<file path="src/rtl/alu_req_sched.sv">
// -----------------------------------------------------------------------------
// alu_req_sched
//   Round-robin request scheduler in front of the 4-bit ALU. Two requesters
//   share the ALU. The granted operation is latched onto the ALU inputs. The
//   block waits out the ALU's registered latency and then holds the
//   result/carry (or a reject) on a valid/ready response port.
//
// Ports
//   clock_i, reset_n_i     clock, asynchronous active-low reset
//   req_valid_i[1:0]       requester i has an operation pending
//   req_ready_o[1:0]       requester i's operation accepted this cycle
//   req{0,1}_{a,b,op}_i    requester operands and ALU select
//   alu_a_o/alu_b_o/alu_sel_o  registered ALU inputs (change only on accept)
//   alu_out_i, alu_carry_i ALU result and carry/high bit
//   rsp_valid_o/rsp_ready_i response handshake
//   rsp_id_o, rsp_result_o, rsp_carry_o, rsp_err_o  held response fields
//   busy_o                 scheduler not idle
//   done_count_o           completed responses (wraps)
// -----------------------------------------------------------------------------
module alu_req_sched #(
    parameter int ALU_LATENCY = 1   // 0..3
) (
    input  logic       clock_i,
    input  logic       reset_n_i,
    input  logic [1:0] req_valid_i,
    output logic [1:0] req_ready_o,
    input  logic [3:0] req0_a_i,
    input  logic [3:0] req0_b_i,
    input  logic [3:0] req0_op_i,
    input  logic [3:0] req1_a_i,
    input  logic [3:0] req1_b_i,
    input  logic [3:0] req1_op_i,
    output logic [3:0] alu_a_o,
    output logic [3:0] alu_b_o,
    output logic [3:0] alu_sel_o,
    input  logic [3:0] alu_out_i,
    input  logic       alu_carry_i,
    output logic       rsp_valid_o,
    input  logic       rsp_ready_i,
    output logic       rsp_id_o,
    output logic [3:0] rsp_result_o,
    output logic       rsp_carry_o,
    output logic       rsp_err_o,
    output logic       busy_o,
    output logic [7:0] done_count_o
);

    typedef enum logic [1:0] {IDLE = 2'd0, EXEC = 2'd1, RESP = 2'd2} state_e;

    typedef struct packed {
        logic [3:0] a;
        logic [3:0] b;
        logic [3:0] op;
    } req_t;

    localparam logic [1:0] LAT = 2'(ALU_LATENCY);

    state_e     state_q, state_d;
    logic       last_grant_q, last_grant_d;
    logic [1:0] cnt_q, cnt_d;
    logic [3:0] alu_a_q, alu_a_d;
    logic [3:0] alu_b_q, alu_b_d;
    logic [3:0] alu_sel_q, alu_sel_d;
    logic       rsp_id_q, rsp_id_d;
    logic [3:0] rsp_result_q, rsp_result_d;
    logic       rsp_carry_q, rsp_carry_d;
    logic       rsp_err_q, rsp_err_d;
    logic [7:0] done_q, done_d;

    req_t req0, req1, req_g;
    logic grant;      // requester index chosen this cycle
    logic accept;     // an operation is taken this cycle
    logic reject;     // granted op is illegal or divides by zero
    logic exec_done;  // ALU output is valid this cycle
    logic rsp_fire;

    assign req0 = {req0_a_i, req0_b_i, req0_op_i};
    assign req1 = {req1_a_i, req1_b_i, req1_op_i};

    // Grant: a lone requester wins; on a tie the one not served last wins.
    always_comb begin
        grant     = (req_valid_i == 2'b11) ? ~last_grant_q : req_valid_i[1];
        req_g     = grant ? req1 : req0;
        accept    = (state_q == IDLE) && (req_valid_i != 2'b00);
        reject    = (req_g.op > 4'd3) || ((req_g.op == 4'd3) && (req_g.b == 4'd0));
        exec_done = (state_q == EXEC) && (cnt_q == LAT);
        rsp_fire  = (state_q == RESP) && rsp_ready_i;
    end

    // ---------------- FSM: state register ----------------
    always_ff @(posedge clock_i or negedge reset_n_i) begin
        if (!reset_n_i) state_q <= IDLE;
        else            state_q <= state_d;
    end

    // ---------------- FSM: next state ----------------
    always_comb begin
        state_d = state_q;
        case (state_q)
            IDLE:    if (accept)    state_d = reject ? RESP : EXEC;
            EXEC:    if (exec_done) state_d = RESP;
            RESP:    if (rsp_ready_i) state_d = IDLE;
            default: state_d = IDLE;
        endcase
    end

    // ---------------- FSM: outputs ----------------
    always_comb begin
        req_ready_o = 2'b00;
        if (accept) req_ready_o = grant ? 2'b10 : 2'b01;
        rsp_valid_o = (state_q == RESP);
        busy_o      = (state_q != IDLE);
    end

    // ---------------- datapath next state ----------------
    always_comb begin
        last_grant_d = last_grant_q;
        cnt_d        = cnt_q;
        alu_a_d      = alu_a_q;
        alu_b_d      = alu_b_q;
        alu_sel_d    = alu_sel_q;
        rsp_id_d     = rsp_id_q;
        rsp_result_d = rsp_result_q;
        rsp_carry_d  = rsp_carry_q;
        rsp_err_d    = rsp_err_q;
        done_d       = done_q;

        if (accept) begin
            last_grant_d = grant;
            rsp_id_d     = grant;
            // ALU inputs load even on reject; its result is simply never captured.
            alu_a_d      = req_g.a;
            alu_b_d      = req_g.b;
            alu_sel_d    = req_g.op;
            cnt_d        = 2'd0;
            if (reject) begin
                rsp_err_d    = 1'b1;
                rsp_result_d = 4'd0;
                rsp_carry_d  = 1'b0;
            end
        end

        if (state_q == EXEC) begin
            cnt_d = cnt_q + 2'd1;
            if (exec_done) begin
                rsp_result_d = alu_out_i;
                rsp_carry_d  = alu_carry_i;
                rsp_err_d    = 1'b0;
            end
        end

        if (rsp_fire) done_d = done_q + 8'd1;
    end

    always_ff @(posedge clock_i or negedge reset_n_i) begin
        if (!reset_n_i) begin
            last_grant_q <= 1'b1;  // requester 0 wins the first tie
            cnt_q        <= 2'd0;
            alu_a_q      <= 4'd0;
            alu_b_q      <= 4'd0;
            alu_sel_q    <= 4'd0;
            rsp_id_q     <= 1'b0;
            rsp_result_q <= 4'd0;
            rsp_carry_q  <= 1'b0;
            rsp_err_q    <= 1'b0;
            done_q       <= 8'd0;
        end else begin
            last_grant_q <= last_grant_d;
            cnt_q        <= cnt_d;
            alu_a_q      <= alu_a_d;
            alu_b_q      <= alu_b_d;
            alu_sel_q    <= alu_sel_d;
            rsp_id_q     <= rsp_id_d;
            rsp_result_q <= rsp_result_d;
            rsp_carry_q  <= rsp_carry_d;
            rsp_err_q    <= rsp_err_d;
            done_q       <= done_d;
        end
    end

    assign alu_a_o      = alu_a_q;
    assign alu_b_o      = alu_b_q;
    assign alu_sel_o    = alu_sel_q;
    assign rsp_id_o     = rsp_id_q;
    assign rsp_result_o = rsp_result_q;
    assign rsp_carry_o  = rsp_carry_q;
    assign rsp_err_o    = rsp_err_q;
    assign done_count_o = done_q;

endmodule

</file>
<file path="config.mk">
export PLATFORM = sky130hd
export DESIGN_NAME = alu_req_sched
export DESIGN_NICKNAME = d
export VERILOG_FILES = /design/src/rtl/alu_req_sched.sv
export SDC_FILE = /design/constraint.sdc
export NUM_CORES = 1
export LEC_CHECK = 0
export BUFFER_PORTS_ARGS = -buffer_cell sky130_fd_sc_hd__buf_4
export CAP_MARGIN = 5
export CORE_MARGIN = 2
export CORE_UTILIZATION = 32
export CTS_CLUSTER_DIAMETER = 50
export DETAILED_ROUTE_END_ITERATION = 10
export PLACE_DENSITY = 0.55
export SETUP_SLACK_MARGIN = 0.02
export SLEW_MARGIN = 10
export SYNTH_ARGS = -nofsm -noshare
export SYNTH_HDL_FRONTEND = slang
export SYNTH_SLANG_ARGS = --single-unit
</file>
<file path="constraint.sdc">
create_clock -name clock_i -period 1.9 [get_ports clock_i]
set_input_delay 0.095 -clock clock_i [delete_from_list [all_inputs] [get_ports clock_i]]
set_output_delay 0.095 -clock clock_i [all_outputs]
set_load 0.02 [all_outputs]
</file>
Word-level counts from Yosys, hierarchy flattened:

Index checks and enable logic that the tools add are counted.

* bits in registers: 32
* logic and storage cells: 57

* order comparisons: 1
* equal/unequal tests: 8
* mux-type cells: 23
* reductions and logical operators: 11
* bitwise logic cells: 1
* add/sub/neg operators: 2

Operators by type and width (count)
* 2-bit 2-to-1 mux: 8
* 4-bit 2-to-1 mux: 4
* 12-bit 2-to-1 mux: 1
* 1-bit 2-to-1 mux: 9
* 8-bit by 1-bit adder with 8-bit output, second input constant: 1
* 2-bit one-hot mux with 3 select lines: 1
* 2-bit nonzero test: 3
* 2-bit by 1-bit == test with 1-bit output, second input constant: 2
* 2-bit == test, second input constant: 2
* 4-bit by 2-bit == test with 1-bit output, second input constant: 1
* 4-bit by 2-bit greater-than comparator with 1-bit output, second input constant: 1
* 1-bit logical AND: 4
* 4-bit zero test: 1
* 2-bit != test, second input constant: 2
* 3-bit AND reduction: 1
* 2-bit by 1-bit adder with 2-bit output, second input constant: 1
* 2-bit zero test: 1
* 2-bit by 1-bit != test with 1-bit output, second input constant: 1
* 1-bit logical OR: 1
* 1-bit inverter: 1

Depth between registers and ports, before layout:

Gate-level depths: netlist (run 1).

* depth after elaboration: 10
* depth in mapped cells: 5
* mapped depth without buffers: 5

Worst setup path before layout (run 1):

No wires, ideal clock.

* path kind: register to register
* start point: register state_q[0]
* end point: register alu_a_q[0] (netlist: alu_a_o[0])
* data required time: 1833 ps
* cell stages (with the launch flop): 5
* arrival: 1416 ps
* setup slack: 417 ps
* library setup time: 67 ps
* path buffers: 0
* cells stage by stage: dfrtp_1 > nor2_2 > o21ai_2 > nor2_1 > a221o_1

* word-level cells in the longest chain between the ends: 2

Ends and longest elaborated chain
* start, declared: line 58 `state_e state_q, state_d;`
* start signal, assigned: line 93 `else state_q <= state_d;`
* 2-bit zero test: line 84 `accept = (state_q == IDLE) && (req_valid_i != 2'b00);`
* 1-bit logical AND: line 84
* end signal, assigned: line 170 `alu_a_q <= alu_a_d;`
* end, declared: line 61 `logic [3:0] alu_a_q, alu_a_d;`

Every way passes these cells.
A chain may end at the register's enable or synchronous reset.

Final worst setup path (run 1):

* start point: register last_grant_q
* end point: output port req_ready_o[1]

* word-level cells in the longest chain between the ends: 4

Ends and longest elaborated chain
* start, declared: line 59 `logic last_grant_q, last_grant_d;`
* start signal, assigned: line 168 `last_grant_q <= last_grant_d;`
* 1-bit inverter: line 82 `grant = (req_valid_i == 2'b11) ? ~last_grant_q : req_valid_i[1];`
* 1-bit 2-to-1 mux: line 82
* 2-bit 2-to-1 mux (2 in series): line 110 `if (accept) req_ready_o = grant ? 2'b10 : 2'b01;`
* end, declared: line 26 `output logic [1:0] req_ready_o,`

Every way passes these cells.

==> results of run 1 <==
cells in the mapped netlist (all sizes together):
library cell and n:
a21boi 1, a21o 3, a221o 4, a221oi 1, a22oi 1, and2 1, and2b 1, and3 4
buf 1, clkbuf 2, dfrtp 31, dfstp 1, ha 2, inv 3, mux2 1, mux2i 13
nand2 8, nand2b 1, nand3 9, nand3b 3, nand4 1, nor2 9, nor3 2, nor3b 1
nor4 2, o21ai 11, o22ai 1, or2b 1, xnor2 4, xor2 3
through the flow:
| step | std cells | util (%) |
|---|---|---|
| after floorplan | 126 | - |
| after global placement | 241 | 45.9 |
| after detailed placement | 241 | 45.9 |
| after CTS | 250 | 48.6 |
| after global routing | 250 | 49.0 |
| final | 250 | 49.0 |
worst paths after layout:
path / startpoint / endpoint / cells past startpoint
hold reg to reg: done_count_o[7]$_DFFE_PN0P_ / done_count_o[7]$_DFFE_PN0P_ / 1
min in group asynchronous: reset_n_i / rsp_result_o[0]$_DFF_PN0_ / 2
max in group asynchronous: reset_n_i / last_grant_q$_DFFE_PN1P_ / 2
hold / removal: alu_out_i[3] / rsp_result_o[3]$_DFF_PN0_ / 3
setup / recovery: last_grant_q$_DFFE_PN1P_ / req_ready_o[1] / 4
setup reg to reg: last_grant_q$_DFFE_PN1P_ / rsp_err_o$_DFF_PN0_ / 4
layer usage:
layer  up-vias  GRT usage (%)  wire, um
met2        40           23.9      1780
met5         -              0         0
met3         5           5.42       235
li1        593              -         -
met1       584           20.3      1560
met4         0           5.03        49
state kept, by name, indices dropped and copies added (netlist names):
| name | cells |
|---|---|
| state_q | 2 |
| alu_b_o | 4 |
| alu_sel_o | 4 |
| rsp_carry_o | 1 |
| last_grant_q | 1 |
| rsp_err_o | 1 |
| rsp_id_o | 1 |
| done_count_o | 8 |
| rsp_result_o | 4 |
| cnt_q | 2 |
| alu_a_o | 4 |
worst max-delay path, stage by stage, from the launching register on:
cell	delay, ps
dfstp_2	380
a21boi_4	270
buf_4	240
and2_1	210
buf_4	160
cells in the final DEF (no fill, tap or decap), types with 2 or more instances in the layout:
cell type / n
a21o_1: 2
a221o_1: 4
nand2_1: 8
nor2_1: 7
and3_1: 4
inv_1: 3
nand3b_1: 2
mux2i_1: 13
ha_1: 2
nand3_1: 8
xor2_1: 3
clkbuf_8: 5
dfrtp_1: 31
buf_4: 66
o21ai_0: 10
nor3_1: 2
xnor2_1: 4
area by class of cell:
type / instances / area (um^2)
clock buffers: 6 / 72.6
multi-input cells: 88 / 669
repair buffers: 67 / 505
fillers: 424 / 2250
well taps: 52 / 65.1
clock inverters: 2 / 35.0
inverters: 3 / 11.3
flip-flops and latches: 32 / 802
logic make-up after synthesis:
kind of cell / after synthesis / synth area share, %
DFF: 32 / 54.2
muxes: 14 / 9.55
buffers and inverters: 6 / 1.61
AOI/OAI and AO/OA: 22 / 12.3
xor gates and xnor gates: 7 / 4.14
adders and majority gates: 2 / 1.69
and+or+nand+nor: 43 / 16.6
power by group through the flow:
stage	Combinational [mW]	Clock, mW	Sequential [mW]
finish	1.51	0.632	1.17
global route	1.63	0.686	1.21
CTS	1.51	0.649	1.16
detailed placement	1.50	0	1.17
global placement	1.47	0	1.16
floorplan	0.620	0	1.40
what timing repair did:
| item | in CTS | in global routing |
|---|---|---|
| resized for setup | 0 | 3 |
| hold buffers | 1 | 0 |
| setup endpoints to repair | 0 | 1 |
| buffers inserted | 0 | 0 |
| endpoints found under the hold margin | 31 | 0 |
==> run_results.csv, run 1 <==
group,metric,value,unit
die,ioPinCount,65,
timing,hold_slack,54.3,ps
synthesis,syn_avg_cell_area,11.7,um^2
routing,routed_wl,3620,um
placed_design,dp_hpwl,2840,um
routing,wire_per_inst,14.5,um
synthesis,synth_top_area_share,52.4,%
cts,cts_tree,"built",
routing,vias,1222,
global_routing,grt_pass1_wl,6100,um
pwr,power,3.30,mW
min_path,holdCritPathClass,"input port to flop",
synthesis,synthTopCellsByArea,"dfrtp_1 52%, mux2i_1 8.8%, o21ai_0 3.4%",
global_routing,grt_antenna_before_repair,0,
die,core,0.00441,mm^2
global_routing,gr-total-overflow,0,
global_routing,grt_usage,15.4,%
routing,drc_errors,0,
timing,finalClockSkew,3.65,ps
placed_design,gp_congestion,0.813,
layout,synthToLayoutAreaGrowth,46.0,%
global_routing,grt_pass1_vias,1242,
layout,layout.nets,233,
pwr,cell_internal_pwr,2.03,mW
layout,antennaDiodeCount,0,
synthesis,yosysSeqAreaShare,54.2,%
synthesis,syn_nets,162,
layout,final_area,0.00216,mm^2
setup_path,crit_type,"flop to output pin",
timing,max_freq,611,MHz
pwr,power.share.combinational,45.6,%
routing,drt-initial-drc-count,55,
die,start_util,33.5,%
status,status,"finished, final reports clean",
flow_run,maxCapViolCount,0,
pwr,seqPwrFrac,35.3,%
synthesis,netlist_instances,126,
pwr,switching_power,1.28,mW
routing,via_per_inst,4.89,
timing,tightest_slew,465,ps
routing,drtAntennaViolNets,0,
pwr,clkPwrFrac,19.1,%
placed_design,placed_area,0.00203,mm^2
timing,tns,0,ps
timing,slew-limit-headroom,68.9,%
cts,clock_path_buffers,2,
synthesis,yosysUniqueCellTypes,36,
synthesis,synth_area,0.00148,mm^2
setup_path,crit_fanout,10,
setup_path,cp-end-kind,"output pin",
timing,drv_slew,0,
synthesis,ys_seq_elements,32,
cts,clock_latency,280,ps
placed_design,port_buffers,64,
setup_path,cp_data_required_time,1800,ps
timing,post-route-period-util,86.1,%
timing,hold_viol_final,0,
placed_design,dp_slack,300,ps
die,die_x,72.0,um
die,num_rows,24,
timing,worst_slack,264,ps
synthesis,yosysTopAreaCell,"dfrtp_1",
pwr,vdd_drop_max,0.000506,V
die,design.die.area,0.00519,mm^2
cts,cts_max_level,2,
pwr,power.density,1530,mW/mm^2
die,die_y,72.0,um
cts,cts_made_buffers,5,
pwr,swShare,38.7,%
synthesis,yosys_warnings,0,
timing,fin_crit,1640,ps
cts,cts.sinks,32,
cts,clkTransAtPathRegs,70,ps
setup_path,startpoint_type,"flop",
timing,grt_setup_unrepaired,"false",
pwr,cellLeakagePower,1.10,nW
global_routing,grt_max_degree,33,
setup_path,reg2reg_slack,410,ps
layout,drive_gt1_share,43.9,%
timing,setup_viol,0,
cts,cts.root.buffer_cell,"clkbuf_8",
setup_path,cp.arrival,1540,ps
routing,drt_first_pass_iters,4,
Power figures use the tool's default switching activity.
==> run 2, diff against run 1 <==
--- a/config.mk
+++ b/config.mk
@@ -8,10 +8,10 @@
 export BUFFER_PORTS_ARGS = -buffer_cell sky130_fd_sc_hd__buf_4
 export CAP_MARGIN = 5
 export CORE_MARGIN = 2
-export CORE_UTILIZATION = 32
+export CORE_UTILIZATION = 40
 export CTS_CLUSTER_DIAMETER = 50
 export DETAILED_ROUTE_END_ITERATION = 10
-export PLACE_DENSITY = 0.55
+export PLACE_DENSITY = 0.66
 export SETUP_SLACK_MARGIN = 0.02
 export SLEW_MARGIN = 10
 export SYNTH_ARGS = -nofsm -noshare
==> run 2 against run 1 <==
Effect of this change: die area fell by 19%; setup slack got worse by 110 ps; global-route usage grew 2.5 points; wire length decreased by 6.0%; final area shrank 1.7%; register-to-register slack worse by 160 ps; critical path depth is the same; non-clock buffer count down 1.
==> run_results.csv, run 2 (synthesized netlist as in run 1, its figures left out) <==
group,metric,value,unit
setup_path,cp-end-kind,"output pin",
setup_path,rr_worst_depth,4,
layout,drive_gt1_share,43.9,%
setup_path,reg2reg_slack,250,ps
pwr,power.density,1500,mW/mm^2
die,die_x,64.8,um
min_path,min_to,"alu_a_o[0]$_DFFE_PN0P_",
cts,cts_tree,"built",
layout,synthToLayoutAreaGrowth,43.5,%
pwr,power,3.19,mW
routing,wire_per_inst,14.0,um
min_path,holdPathStages,2,
die,num_rows,22,
setup_path,path_cells,"nor2_2 -> o21ai_2 -> nor2_2 -> buf_4",
timing,post-route-period-util,92.0,%
die,core,0.00361,mm^2
setup_path,crit_top_cell,"nor2_2",
global_routing,grt_max_degree,33,
die,design.die.area,0.00420,mm^2
timing,hold_viol_final,0,
routing,routed_wl,3410,um
routing,via_per_inst,4.97,
die,ioPinCount,65,
cts,cts_made_buffers,5,
routing,drt_first_pass_iters,4,
timing,worst_slack,153,ps
cts,cts_max_level,2,
flow_run,maxCapViolCount,0,
layout,final_area,0.00212,mm^2
global_routing,grt_antenna_before_repair,0,
cts,cts.sinks,32,
global_routing,grt_usage,17.9,%
layout,layout.nets,232,
layout,fill_cells,328,
cts,clkTransAtPathRegs,60,ps
pwr,cellLeakagePower,1.09,nW
placed_design,placed_area,0.00202,mm^2
timing,drv_slew,0,
layout,layout_commonest_cell,"buf_4",
routing,drtAntennaViolNets,0,
setup_path,crit_fanout,14,
status,status,"finished, final reports clean",
cts,cts.root.buffer_cell,"clkbuf_8",
routing,drt-initial-drc-count,34,
timing,fin_crit,1750,ps
timing,slew-limit-headroom,56.3,%
placed_design,port_buffers,64,
timing,max_freq,572,MHz
die,die_y,64.8,um
cts,clock_path_buffers,2,
setup_path,rr_startpoint,"last_grant_q$_DFFE_PN1P_",
setup_path,cp_data_required_time,1800,ps
timing,finalClockSkew,7.26,ps
global_routing,grt_pass1_wl,5810,um
global_routing,gr-total-overflow,0,
routing,drc_errors,0,
setup_path,max_stage_delay,430,ps
timing,hold_slack,60.7,ps
setup_path,rr_endpoint,"rsp_err_o$_DFF_PN0_",
layout,antennaDiodeCount,0,
min_path,holdCritPathClass,"input port to flop",
layout,layout.cells.non_filler,244,
placed_design,dp_slack,260,ps
min_path,min_from,"req0_a_i[0]",
placed_design,post-place-cells,236,
layout,largest_reg_flops,8,
layout,fin_util,58.9,%
timing,setup_viol,0,
setup_path,cp_slowest_cell,"dfrtp_1",
placed_design,gp_congestion,0.795,
timing,grt_setup_unrepaired,"false",
die,start_util,41.0,%
pwr,vdd_drop_max,0.000689,V
cts,clock_latency,270,ps
setup_path,cp.arrival,1650,ps
timing,tns,0,ps
setup_path,crit_type,"flop to output pin",
global_routing,grt_pass1_vias,1274,
setup_path,startpoint_type,"flop",
timing,tightest_slew,656,ps
placed_design,dp_hpwl,2690,um
routing,vias,1212,
layout,mostFrequentLayoutCells,"65 x buf_4, 31 x dfrtp_1, 13 x mux2i_1",
-- run 2: changes by cell type in the layout (fill, tap and decap cells not counted) --
cell / delta
o21ai_4: -1
nor2_4: -1
clkbuf_8: +2
bufinv_16: -1
clkbuf_1: -1
clkinv_2: -1
o21ai_2: +1
nor2_2: +1
buf_4: -1
-- run 2: power by group --
part           leakage [nW]  internal (mW)  total [mW]  switching (mW)
Sequential            0.404          0.951        1.15           0.203
Clock                0.0503          0.322       0.548           0.226
Combinational         0.638          0.673        1.48           0.812
-- run 2: area by class of cell --
class                      instances  area [um^2]  area share [%]
clock buffer                       7         96.3            4.53
sequential                        32          802            37.8
multi-input combinational         88          657            30.9
inverter                           3         11.3           0.530
tap                               48         60.1            2.83
timing repair buffer              66          498            23.4
-- run 2: what timing repair did --
item / 4_1_cts / 5_1_grt
hold buffers: 1 / 0
setup buffers: 0 / 0
endpoints found under the hold margin: 31 / 0
endpoints found under the setup margin: 0 / 1
gates resized for setup: 0 / 1
-- run 2: critical path, delay by kind of cell (launching register included) --
family                 cells  cell delay (ps)
AOI/OAI and AO/OA          1              250
buffers and inverters      1              180
DFF                        1              430
and+or+nand+nor            2              520
-- run 2: worst max-delay path by stage --
stage | to | from | slack, ps | depth (start not counted)
final | req_ready_o[0] | state_q[0]$_DFFE_PN0P_ | 150 | 4
after global routing | req_ready_o[0] | state_q[0]$_DFFE_PN0P_ | 30 | 4
after CTS | req_ready_o[0] | state_q[0]$_DFFE_PN0P_ | 60 | 4
after detailed placement | rsp_err_o$_DFF_PN0_ | last_grant_q$_DFFE_PN1P_ | 260 | 4
after global placement | rsp_err_o$_DFF_PN0_ | last_grant_q$_DFFE_PN1P_ | 310 | 4
after floorplan | alu_a_o[0]$_DFFE_PN0P_ | state_q[0]$_DFFE_PN0P_ | 420 | 4
-- run 2: per-layer routing --
| layer | track usage, % | up-vias | wire, um |
|---|---|---|---|
| li1 | - | 591 | - |
| met1 | 21.7 | 586 | 1470 |
| met2 | 31.2 | 33 | 1760 |
| met3 | 3.82 | 2 | 143 |
| met4 | 6.38 | 0 | 34 |
| met5 | 0 | - | 0 |
